===== src/rtl/mips_pkg.sv =====
// mips_pkg: shared HI/LO unit operation codes and FSM state encoding.
package mips_pkg;

    typedef enum logic [1:0] {
        OP_MULT,
        OP_MULTU,
        OP_DIV,
        OP_DIVU
    } muldiv_op_t;

    typedef enum logic [1:0] {
        IDLE,
        MUL,
        DIV,
        FIX
    } muldiv_state_t;

endpackage


===== src/rtl/mips_muldiv.sv =====
// mips_muldiv: iterative MIPS multiply/divide unit with HI/LO registers.
// One shift-add or restoring shift-subtract step per cycle on operand magnitudes.
module mips_muldiv
    import mips_pkg::*;
#(
    parameter int WIDTH = 32,
    parameter int CNT_W = $clog2(WIDTH + 1)
) (
    input  logic             clk,
    input  logic             rst,
    input  logic             start,
    input  muldiv_op_t       op,
    input  logic [WIDTH-1:0] a,
    input  logic [WIDTH-1:0] b,
    input  logic             hi_we,
    input  logic             lo_we,
    input  logic [WIDTH-1:0] wdata,
    output logic             busy,
    output logic             done,
    output logic [WIDTH-1:0] hi,
    output logic [WIDTH-1:0] lo,
    output logic             div_by_zero
);

    muldiv_state_t      state, state_nx;
    logic [2*WIDTH-1:0] acc, step, prod_fix, res;
    logic [WIDTH-1:0]   m, a_mag, b_mag, quo_fix, rem_fix;
    logic [WIDTH:0]     lhs, rhs, sum;
    logic [CNT_W-1:0]   cnt;
    logic               neg_q, neg_r, div_op, sgn, is_div_op, is_div, accept;

    assign busy      = state != IDLE;
    assign accept    = start && state == IDLE;
    assign sgn       = op == OP_MULT || op == OP_DIV;
    assign is_div_op = op == OP_DIV || op == OP_DIVU;
    assign a_mag     = (sgn && a[WIDTH-1]) ? -a : a;
    assign b_mag     = (sgn && b[WIDTH-1]) ? -b : b;
    assign is_div    = state == DIV;

    // Shared adder: upper half + multiplicand for MUL, partial remainder - divisor for DIV.
    assign lhs  = is_div ? {acc[2*WIDTH-1:WIDTH], acc[WIDTH-1]} : {1'b0, acc[2*WIDTH-1:WIDTH]};
    assign rhs  = is_div ? ~{1'b0, m} : {1'b0, acc[0] ? m : {WIDTH{1'b0}}};
    assign sum  = lhs + rhs + {{WIDTH{1'b0}}, is_div};
    assign step = !is_div ? {sum, acc[WIDTH-1:1]} :
                  sum[WIDTH] ? {lhs[WIDTH-1:0], acc[WIDTH-2:0], 1'b0} :
                               {sum[WIDTH-1:0], acc[WIDTH-2:0], 1'b1};

    // A zero divisor yields quotient all ones and remainder |a|; the sign fix restores a.
    assign prod_fix = neg_q ? -acc : acc;
    assign quo_fix  = div_by_zero ? {WIDTH{1'b1}} : neg_q ? -acc[WIDTH-1:0] : acc[WIDTH-1:0];
    assign rem_fix  = neg_r ? -acc[2*WIDTH-1:WIDTH] : acc[2*WIDTH-1:WIDTH];
    assign res      = div_op ? {rem_fix, quo_fix} : prod_fix;

    always_ff @(posedge clk or negedge rst) begin
        if (!rst) state <= IDLE;
        else      state <= state_nx;
    end

    always_comb begin
        state_nx = state;
        case (state)
            IDLE:    state_nx = accept ? (is_div_op ? DIV : MUL) : IDLE;
            MUL,
            DIV:     state_nx = cnt == '0 ? FIX : state;
            default: state_nx = IDLE;
        endcase
    end

    always_ff @(posedge clk or negedge rst) begin
        if (!rst) begin
            acc         <= '0;
            m           <= '0;
            cnt         <= '0;
            neg_q       <= 1'b0;
            neg_r       <= 1'b0;
            div_op      <= 1'b0;
            done        <= 1'b0;
            hi          <= '0;
            lo          <= '0;
            div_by_zero <= 1'b0;
        end else begin
            done <= 1'b0;
            if (accept) begin
                acc         <= {{WIDTH{1'b0}}, a_mag};
                m           <= b_mag;
                cnt         <= CNT_W'(WIDTH);
                neg_q       <= sgn && (a[WIDTH-1] ^ b[WIDTH-1]);
                neg_r       <= sgn && a[WIDTH-1];
                div_op      <= is_div_op;
                div_by_zero <= is_div_op && b == '0;
            end else if (state == IDLE) begin
                if (hi_we) hi <= wdata;
                if (lo_we) lo <= wdata;
            end else if ((state == MUL || state == DIV) && cnt != '0) begin
                acc <= step;
                cnt <= cnt - 1'b1;
            end else if (state == FIX) begin
                {hi, lo} <= res;
                done     <= 1'b1;
            end
        end
    end

endmodule

===== config.mk =====
export PLATFORM = sky130hd
export DESIGN_NAME = mips_muldiv
export DESIGN_NICKNAME = d
export VERILOG_FILES = /design/src/rtl/mips_pkg.sv /design/src/rtl/mips_muldiv.sv
export SDC_FILE = /design/constraint.sdc
export NUM_CORES = 1
export LEC_CHECK = 0
export ABC_AREA = 1
export CORE_MARGIN = 1
export CORE_UTILIZATION = 30
export CTS_BUF_LIST = sky130_fd_sc_hd__clkbuf_4 sky130_fd_sc_hd__clkbuf_8
export DETAILED_ROUTE_END_ITERATION = 12
export SYNTH_ARGS = -nofsm -noshare
export SYNTH_HDL_FRONTEND = slang
export SYNTH_SLANG_ARGS = --single-unit

===== constraint.sdc =====
create_clock -name clk -period 11.8 [get_ports clk]
set_clock_uncertainty 0.15 [all_clocks]
set_input_delay 2.95 -clock clk [delete_from_list [all_inputs] [get_ports clk]]
set_output_delay 2.95 -clock clk [all_outputs]
set_load 0.1 [all_outputs]

==> results of run 1 <==
[worst paths after layout]
| kind | from | to | slack [ns] | depth (start not counted) |
|---|---|---|---|---|
| min | cnt[5] | cnt[5] | 0.35 | 2 |
| max reg2reg | state[0] | acc[32] | 6.67 | 22 |
| min reg2reg | cnt[5] | cnt[5] | 0.35 | 2 |
| max | state[0] | busy | 5.80 | 5 |
| max in group asynchronous | rst | acc[41] | 7.85 | 2 |
| min in group asynchronous | rst | lo[11] | 2.23 | 1 |
[per-stage QoR]
step / hold WS [ns] / cell area, um2 / utilization, %
2_1_floorplan: 0.302 / 15900 / -
3_3_place_gp: 0.321 / 18100 / 34.4
3_5_place_dp: 0.324 / 18100 / 34.4
4_1_cts: 0.349 / 18500 / 35.2
5_1_grt: 0.390 / 18500 / 35.2
6_report: 0.346 / 18500 / 35.2
[per-layer routing]
layer	track usage (%)	routed length, um	vias to the layer above
met5	0	0	-
met4	4.71	947	0
met3	3.08	4550	49
met2	34.1	26200	641
met1	33.8	29200	8134
li1	-	-	8799
[logic make-up after synthesis]
family / share of synthesized area (%)
flip-flops: 27.2
buffers and inverters: 10.3
AO/OA/AOI/OAI: 17.6
adder cells (fa/ha/maj): 3.55
AND/OR/NAND/NOR: 38.6
XOR/XNOR: 2.70
[Yosys cell counts, types with 7 or more instances]
master / n
buf_2: 15
ha_1: 42
nand3_1: 267
nand2_2: 17
a31oi_1: 19
or2_2: 26
o211ai_1: 14
xor2_1: 41
xnor2_1: 8
a21boi_1: 12
nor2_1: 270
clkbuf_1: 84
a2bb2oi_1: 9
nand4_1: 23
a21oi_1: 154
dfrtp_1: 173
nand2_1: 798
inv_1: 290
o21ai_0: 269
o31ai_1: 7
nor3_1: 26
[flip-flops by register name, summed over array words and instances (netlist names)]
register	count
acc	64
hi	32
lo	32
m	32
cnt	6
state	2
div_by_zero	1
div_op	1
done	1
neg_q	1
neg_r	1
[cell type report]
cell class | count | area [um2]
multi-input combinational | 2069 | 9960
timing repair buffer | 187 | 1830
inverter | 298 | 1120
fill | 5875 | 34000
tap | 688 | 861
clock buffer | 19 | 262
sequential | 173 | 4330
clock inverter | 12 | 151
[tightest hold or removal path, stage by stage, from the launching register on]
cell     delay [ns]
dfrtp_1        0.35
nand2_1        0.05
nand3_1        0.06
==> results.md, run 1 <==
- Final Setup Violations: 0
- Die X: roughly 230 um
- Total CTS buffers: 17
- Share of Yosys cell area claimed by the top area cell type: 27.2%
- Avg Cell Area, Syn: about 6.0 um2
- Summed instance area of the synthesized netlist: around 16000 um2
- Standard-cell rows: 84
- Result of the run: finished clean
- Share of cells above drive strength 1: 4.42%
- Area added between synthesis and finish: 16.3%
- Minimum clock period: 6.00 ns
- Wire length of the first global-routing pass: about 95000 um
- Number of DRC markers after the initial detailed-route iteration: roughly 1700
- Proportion of synthesized flip-flops having asynchronous set or reset: 100%
- Post-synthesis instance total: about 2700
- Fmax achieved: 167 MHz
- Crit Path Class: reg -> out
- Number of enable flip-flop cells after synthesis: 0
- Top library cells by usage in the layout, fill and taps aside: 797 x nand2_1, 288 x inv_1, 270 x nor2_1
- Number of buffers inserted by post-CTS setup repair: 0
- Inst Count DP: 3415
- Final routed DRC violation total: 0
- Largest net degree at the start of global routing: 87
- Non-filler cells, final: between 3000 and 4000
- Total I/O pin count: 170
- Share of synthesized area occupied by flip-flops and latches: a little over a quarter
- Die area: 54000 um2
- Family with the most delay on the worst path: buffers and inverters
- Endpoint required time on the critical path: 8.70 ns
- Area leader, netlist: dfrtp_1
- Worst max-slew margin expressed relative to the limit: between 30 and 40%
- Net count after synthesis: around 2800
- Crit. End Element: primary output
- Max FO, Critical Path: 54
- Number of synthesis warnings: 0
- Height of the chip: approximately 230 um
- Total wire length: ~61000 um
- Setup repair after global routing missed its margin: no
- Fin. Hold Viols: 0
- Net total in the final layout: approximately 2900
- Slowest library cell on the worst path: clkdlybuf4s50_1
- Cells traversed along the worst timing path: inv_1 -> ha_2 -> buf_4 -> inv_2 -> clkdlybuf4s50_1
- # hold bufs at CTS: 0
- Effective utilization at floorplan: 30.3%
- Residual overflow from global routing: 0
- Initial antenna violation count: 0
- Total routing resource utilization after global routing: 22.6%
- Via count of the routed design: about 18000
- Antenna diode count: 0
- Setup Slack @ Placement: between 6 and 7 ns
- Max Cap Viol: 0
- Highest cell delay on the worst timing path: 1.01 ns
- Number of max-slew violations in the final report: 0
- Maximum count of clock buffers along a single path: 2
- Remaining antenna violation count: 0
- Vias in the first global route: approximately 16000
- Gates resized, CTS repair: 0
- Port Buffer Count: 169
- Data arrival time at the worst-slack endpoint: ~2.9 ns
- Category of the worst setup path launch point: register
- Core footprint: around 53000 um2
- Library cell used as clock root buffer: clkbuf_8
- Number of sinks handled by clock tree synthesis: roughly 170
- Placer Congestion: 0.971
- First-pass iteration count of the detailed router: 5
- Leading cell type in the layout, fill and taps excluded: nand2_1
- CTS tree: yes
- H-tree depth: 4
- Slack of the critical path: about 5.8 ns
- Actual transition at the worst max-transition pin: a little over 1 ns
- Total negative slack: 0 ns
- Ys flop type: dfrtp_1
- Post-synthesis register bit count: between 150 and 200
- Detailed placement HPWL: approximately 48000 um
- Kind of path behind the tightest hold check: reg -> reg
- WP buf/inv: 4
- Drt via density: 5.11
- Leading cell types by total area after synthesis: dfrtp_1 27%, nand2_1 19%, o21ai_0 8.5%, nand3_1 8.4%, inv_1 6.8%
- Post-route clock period utilization: about half
- Wire length per cell after detailed routing: 17.7 um
- Clock latency at the later pin of the worst-skew pair: roughly 0.5 ns
- Post-synth cell types: 49
- CTS clock-pin slew for the worst setup and hold paths: 0.10 ns
Power of run 1 is not shown: default switching activity piles up to over one toggle a cycle in this logic, so the estimate is an artifact.
==> inputs of run 2 (changes only) <==
clock period = 6.15 ns   (was 11.8 ns; I/O delays follow)
==> results.md, run 2 (synthesis results as in run 1) <==
- Inst Count DP: between 3000 and 4000
- Net total in the final layout: roughly 2900
- Top library cells by usage in the layout, fill and taps aside: 797 x nand2_1, 288 x inv_1, 270 x nor2_1
- Minimum clock period: around 4.3 ns
- Total I/O pin count: between 150 and 200
- Initial antenna violation count: 0
- Setup repair after global routing missed its margin: no
- H-tree depth: 4
- Worst hold endpoint: cnt[5]
- Launching point of the worst reg2reg path: state[0]
- Non-filler cells, final: between 3000 and 4000
- Slowest library cell on the worst path: ha_2
- Worst-case register-to-register setup slack: around 1.9 ns
- Leading cell type in the layout, fill and taps excluded: nand2_1
- Die area: about 54000 um2
- Endpoint required time on the critical path: about 6.5 ns
- # hold bufs at CTS: 0
- Via count of the routed design: roughly 17000
- Largest net degree at the start of global routing: 94
- Number of sinks handled by clock tree synthesis: 173
- Min Hold Slack: ~0.35 ns
- Crit Path Class: reg -> reg
- Total CTS buffers: 17
- Residual overflow from global routing: 0
- Total routing resource utilization after global routing: 22.8%
- Wire length per cell after detailed routing: ~18 um
- Number of max-slew violations in the final report: 0
- Antenna diode count: 0
- Standard-cell rows: 84
- Die X: approximately 230 um
- Data arrival time at the worst-slack endpoint: 4.60 ns
- Final routed DRC violation total: 0
- Placer Congestion: around 0.97
- Highest cell delay on the worst timing path: approximately 0.77 ns
- Total wire length: 61800 um
- CTS tree: yes
- CP dominant cell by count: nand2_1
- Worst Hold Depth: 2
- Area added between synthesis and finish: 16.3%
- Fin. Hold Viols: 0
- First-pass iteration count of the detailed router: 6
- Post-route clock period utilization: between 60% and 70%
- Gates resized, CTS repair: 0
- Library cell used as clock root buffer: clkbuf_8
- Remaining antenna violation count: 0
- Number of buffers inserted by post-CTS setup repair: 0
- Max FO, Critical Path: 54
- Total negative slack: 0 ns
- Port Buffer Count: roughly 170
- Final Setup Violations: 0
- Kind of path behind the tightest hold check: reg -> reg
- Worst max-slew margin expressed relative to the limit: 30.9%
- Register name with the most flops: acc
- Height of the chip: 232 um
- Beginning of the worst hold path: cnt[5]
- Actual transition at the worst max-transition pin: roughly 1.0 ns
- Share of cells above drive strength 1: 4.53%
- Max Cap Viol: 0
- Detailed placement HPWL: between 40000 and 50000 um
- Category of the worst setup path launch point: register
- Maximum count of clock buffers along a single path: 2
- Drt via density: about 5
- CTS clock-pin slew for the worst setup and hold paths: roughly 0.1 ns
- Register-to-Register Path Depth: 20
- Core footprint: 52600 um2
- Number of DRC markers after the initial detailed-route iteration: 1753
- Vias in the first global route: 15800
- Wire length of the first global-routing pass: approximately 94000 um
- Crit. End Element: register
- Cells traversed along the worst timing path: inv_1 -> ha_2 -> o21ai_0 -> fa_1 -> inv_1 -> fa_1 -> inv_1 -> nand2_1 -> nand2_1 -> nand3_1 -> nand2_1 -> nand2_1 -> nand2_4 -> nand2_2 -> nand3_1 -> nand2_4 -> o21ai_0 -> o21ai_0 -> nand2_1 -> nand2_1
- Fmax achieved: around 230 MHz
- Endpoint of the most critical register-to-register path: acc[63]
- Clock latency at the later pin of the worst-skew pair: 0.54 ns
- Flip-flop count of the largest register, all copies and words added: 64
- Result of the run: finished clean
- Critical path origin: state[0]
- Effective utilization at floorplan: 30.3%
-- run 2: changes by cell type in the layout (fill, tap and decap cells not counted) --
cell / change
inv_8: -2
clkinv_2: +2
buf_12: +1
clkinv_4: -2
clkbuf_8: -1
clkbuf_4: +2
clkinvlp_4: +2
buf_4: +1
-- run 2: worst max-delay path by stage --
| stage | end | slack (ns) | cells past startpoint |
|---|---|---|---|
| 2_1_floorplan | busy | 2.34 | 6 |
| 3_3_place_gp | lo[3] | 1.91 | 10 |
| 3_5_place_dp | lo[0] | 1.86 | 10 |
| 4_1_cts | acc[63] | 1.89 | 20 |
| 5_1_grt | acc[63] | 1.47 | 20 |
| 6_report | acc[63] | 1.88 | 20 |
-- run 2: area by class of cell --
cell class / instances / area (um2)
clock inverter: 12 / 136
clock buffer: 20 / 263
sequential: 173 / 4330
inverter: 298 / 1120
multi-input combinational: 2069 / 9960
tap: 688 / 861
timing repair buffer: 189 / 1860
fill: 5917 / 34000
-- run 2: stage by stage --
stage                     utilization, %  worst slack [ns]  instance area [um2]
after floorplan                        -              2.34                15900
after global placement              34.5              1.91                18100
final                               35.3              1.88                18500
after global routing                35.3              1.47                18500
after detailed placement            34.5              1.86                18100
after CTS                           35.3              1.89                18500
-- run 2: routing by layer --
layer,up-vias,global-route usage [%],wire [um]
met5,-,0,0
met4,0,6.29,1340
met3,60,2.86,4110
met2,627,33.5,26400
met1,8018,34.4,30000
li1,8793,-,-
-- run 2: worst max-delay path: cells and delay by family, from the launching register on --
| kind | cells | cell delay, ns |
|---|---|---|
| buffers and inverters | 3 | 0.30 |
| AO/OA/AOI/OAI | 3 | 0.61 |
| AND/OR/NAND/NOR | 11 | 1.26 |
| flip-flops | 1 | 0.41 |
| adder cells (fa/ha/maj) | 3 | 1.46 |
Power of run 2 is left out for the same reason.
==> variant 1 (config.mk and constraints of run 1) <==
Set the parameter `WIDTH` to 16 (it was 32).
--- a/src/rtl/mips_muldiv.sv
+++ b/src/rtl/mips_muldiv.sv
@@ -4,5 +4,5 @@
     import mips_pkg::*;
 #(
-    parameter int WIDTH = 32,
+    parameter int WIDTH = 16,
     parameter int CNT_W = $clog2(WIDTH + 1)
 ) (
Ports: changed (5 resized); port bits go from 170 to 90. The function was not compared with the original's and may differ.
==> variant 1 against run 1 <==
  * Critical path depth stayed put
  * Routed wire length is 61% lower
  * Via count is 54% lower
  * Highest routed layer unchanged
  * Final cell count is 53% lower
  * Sequential cell count is 81 lower
  * Worst setup slack worse by 0.12 ns
  * Synthesized cell count is 53% lower
  * Design area is 51% lower
  * Area after synthesis is 51% lower
Power is left out: the tool's default activity adds up to more than one toggle a clock period on the data nets, which glitch-free logic cannot reach.
==> variant 1: results (changes against run 1) <==
Placement
  • Post-DP HPWL: 18.5 mm (-62%)
  • Gpl congestion: 0.870 (-10%)
  • Worst slack, placed: 6.02 ns (-0.0304 ns)
  • Port Buffers: 89 (-47%)

Final layout
  • Signal buf overhead: 0.103 (+0.00404)
  • FFs & Latches: 92 (-47%)
  • Max reg flops: 32 (-50%)
  • Clock buf/inv share: 0.0221 (-0.000162)
  • Clkbuf count: 10 (-9)
  • Final #Nets: 1379 (-52%)
  • Fillers: 2742 (-53%)
  • Share of layout cells above drive strength 1: 0.0599 (+0.0157)
  • Multi-input combinational area share: 0.519 (-0.0192)
  • Multi-input gates: 953 (-54%)
  • Non-Clock Inverter Count: 145 (-51%)
  • Fraction of area in registers: 0.252 (+0.0176)
  • Buffers excl. clock: 96 (-49%)

Yosys
  • Cell variety after synth: 45 (-8.2%)
  • Compound-Gate Fraction of Synth Area: 0.171 (-0.00482)
  • Post-synthesis mux area share: 0 (unchanged)
  • Synth Area in XOR/XNOR: 0.0235 (-0.00347)
  • Syn Nets: 1322 (-53%)
  • Ys Warns: 0 (unchanged)
  • Adder-Cell Fraction of Synth Area: 0.0451 (+0.00954)
  • Top post-synthesis cells by area: dfrtp_1, nand2_1, o21ai_0
  • Post-synth top cells: nand2_1, inv_1, o21ai_0, nand3_1, nor2_1
  • Register area share after synthesis: 0.294 (+0.0221)

Clocking
  • Worst skew pair latency: 0.40 ns (-0.10 ns)
  • Inserted Clock Buffers: 9 (-8)
  • PostCTS Resize Cnt: 0 (unchanged)
  • Clock-pin slew on the worst setup and hold paths: 0.10 ns (about the same)
  • Post-CTS Setup Bufs: 0 (unchanged)
  • CTS H-tree depth: 3 (-1)

Routing
  • Top Layer Used: met4
  • Per-cell routed wire length: 14.5 um (-18%)
  • Via count: 8068 (-54%)
  • DRT Pass-1 Iters: 5 (unchanged)
  • Met2 Wirelength: 9.98 mm (-62%)
  • Met3 routed WL: 1.27 mm (-72%)
  • M1 WL: 12.1 mm (-59%)
  • Iter 0 DRT Violations: 636 (-63%)

Global route
  • Largest net degree at the start of global routing: 66 (-24%)
  • Global Route met3 Usage: 0.0269 (-0.00384)
  • Met1 usage: 0.277 (-0.0612)
  • Gr usage total: 0.183 (-0.0428)
  • Met2 Track Usage GR: 0.271 (-0.0698)
  • Vias in the first global route: 7399 (-54%)
  • Global-route wire length before repair: 38.8 mm (-59%)

Critical path
  • Worst path max stage delay: 1.24 ns (+0.23 ns)
  • R2R setup slack: 7.69 ns (+1.02 ns)
  • Max FO, Critical Path: 32 (-41%)
  • Worst Path Arrival: 3.03 ns (+0.13 ns)
  • Worst path slowest cell: clkdlybuf4s50_1

Timing
  • Slew @ Worst Pin: 1.05 ns (+0.00907 ns)
  • Achievable frequency: 163 MHz (-2.0%)

Run status
  • Outcome: finished clean

Hold path
  • Worst min path class: reg -> reg
variant 1: cell types whose count changed in the layout (fill, tap and decap cells not counted), moves of 74 or more:
cell	run 1	this run
o21ai_0	268	131
clkdlybuf4s50_1	168	88
nand3_1	267	127
dfrtp_1	173	92
inv_1	288	135
a21oi_1	154	80
nor2_1	270	114
nand2_1	797	342
variant 1: worst paths after layout:
path | start | to | cells past startpoint
worst max-delay path | state[1] | busy | 5
worst max register to register | state[0] | acc[31] | 20
min in group asynchronous | rst | hi[12] | 1
worst min-delay path | cnt[4] | cnt[4] | 2
worst min register to register | cnt[4] | cnt[4] | 2
max in group asynchronous | rst | cnt[4] | 2
variant 1: stage by stage:
stage          hold WS, ns  area (sq um)  instances   util
5_1_grt              0.371          9150       1632  0.360
2_1_floorplan        0.291          7830       1240      -
3_5_place_dp         0.313          8950       1616  0.352
3_3_place_gp         0.307          8950       1616  0.352
6_report             0.329          9150       1632  0.360
4_1_cts              0.333          9150       1632  0.360
==> variant 2 (settings of run 1) <==
Without the edit above. The 4 states of `muldiv_state_t` get a one-hot encoding in 4 bits.
--- a/src/rtl/mips_pkg.sv
+++ b/src/rtl/mips_pkg.sv
@@ -9,9 +9,9 @@
     } muldiv_op_t;
 
-    typedef enum logic [1:0] {
-        IDLE,
-        MUL,
-        DIV,
-        FIX
+    typedef enum logic [3:0] {
+        IDLE = 4'b0001,
+        MUL  = 4'b0010,
+        DIV  = 4'b0100,
+        FIX  = 4'b1000
     } muldiv_state_t;
 
Formal check against the unedited RTL: no difference found for any inputs over 4 cycles, from zero or initial values and one cycle with rst low; so few cycles prove little.
==> variant 2 against run 1 <==
  * Design area is 1.8% higher
  * Worst setup slack improved by 0.22 ns
  * Area after synthesis grew 2.0%
  * Via count up 1.0%
  * Sequential share of layout area fell by 0.14 points
  * Sequential cell count rose by 2
  * Routed wire length rose by 1.2%
==> variant 2: results (changes against run 1) <==
Critical path
  • Max FO, Critical Path: 38 (-30%)
  • Crit path max-delay family: buffers and inverters
  • Worst path max stage delay: 1.23 ns (+0.22 ns)
  • Reg2reg path depth: 25 (+14%)
  • Crit Reg-Reg Endpoint: acc[35]
  • Worst path slowest cell: clkdlybuf4s50_1
  • Reg-to-reg startpoint: state[0]
  • Worst Path Arrival: 2.68 ns (-0.22 ns)
  • R2R setup slack: 6.65 ns (-0.02 ns)

Yosys
  • Cells after Synth: 2683 (+1.1%)
  • Cell variety after synth: 54 (+10%)
  • Post-synth top cells: nand2_1, nor2_1, inv_1, o21ai_0, nand3_1
  • Ys Warns: 0 (unchanged)
  • Top post-synthesis cells by area: dfrtp_1, nand2_1, nor2_1
  • Register area share after synthesis: 0.270 (-0.00218)
  • Syn Nets: 2826 (+0.86%)

Global route
  • Vias in the first global route: 16200 (+0.40%)
  • Gr usage total: 0.223 (-0.00246)
  • Global-route wire length before repair: 96.6 mm (+1.9%)
  • Largest net degree at the start of global routing: 94 (+8.0%)

Final layout
  • Final #Nets: 2923 (+1.0%)
  • Share of layout cells above drive strength 1: 0.0591 (+0.0148)
  • Fillers: 5818 (-0.97%)

Placement
  • Post-DP HPWL: 49.0 mm (+1.1%)
  • Placed Cells: 3449 (+1.0%)
  • Gpl congestion: 1.02 (+4.5%)

Clocking
  • Worst skew pair latency: 0.54 ns (+0.04 ns)
  • PostCTS Resize Cnt: 0 (unchanged)
  • Post-CTS Setup Bufs: 0 (unchanged)
  • CTS H-tree depth: 4 (unchanged)

Routing
  • Vias/cell: 5.11 (about the same)
  • Iter 0 DRT Violations: 1679 (-1.3%)
  • DRT Pass-1 Iters: 7 (+2)
  • Via count: 17800 (+1.0%)
  • Per-cell routed wire length: 17.7 um (+0.14%)

Hold path
  • Hold-critical path endpoint: cnt[5]
  • Worst Hold Path Cells: 1 (-1)

Run status
  • Outcome: finished clean

Timing
  • Slew @ Worst Pin: 1.09 ns (+0.0569 ns)
variant 2: where the power goes:
part           internal (mW)  switching (mW)  total, mW
clock network          0.203           0.252      0.456
registers              0.885           0.341       1.23
logic                   1.17            3.05       4.23
total                   2.26            3.65       5.91
variant 2: area by class of cell:
class / count / share of cell area
Inverter: 303 / 0.0604
Sequential cell: 175 / 0.232
Clock buffer: 19 / 0.0139
Timing Repair Buffer: 186 / 0.0966
Multi-Input combinational cell: 2097 / 0.543
Clock inverter: 13 / 0.00810
Tap cell: 688 / 0.0457
variant 2: cell families after synthesis:
logic type / after synthesis / share of synthesized area
xor+xnor: 43 / 0.0232
simple gates: 1500 / 0.397
compound gates: 514 / 0.177
flops: 175 / 0.270
buf+inv: 411 / 0.102
fa+ha+maj: 40 / 0.0317
variant 2: per-layer routing:
metal  wire length, um  GRT usage  vias up
li1                  -          -     8913
met3              4270     0.0375       70
met4              1300     0.0574        0
met2             25800      0.327      636
met5                 0          0        -
met1             30300      0.335     8182
variant 2: worst max path at each step:
stage | startpoint | to | cells after the start
global placement | start | cnt[5] | 10
floorplan | state[3] | busy | 4
global route | state[3] | busy | 4
detailed placement | start | cnt[5] | 10
CTS | state[3] | busy | 4
finish | state[3] | busy | 4
variant 2: per-stage QoR:
step | hold WS (ns) | utilization | worst slack [ns] | power (mW) | area, sq um
finish | 0.330 | 0.355 | 6.02 | 5.91 | 18800
CTS | 0.329 | 0.355 | 5.98 | 5.86 | 18800
global placement | 0.314 | 0.347 | 6.06 | 5.38 | 18400
floorplan | 0.285 | - | 6.88 | 4.18 | 16200
global route | 0.353 | 0.355 | 5.91 | 6.36 | 18800
detailed placement | 0.309 | 0.347 | 6.06 | 5.40 | 18400
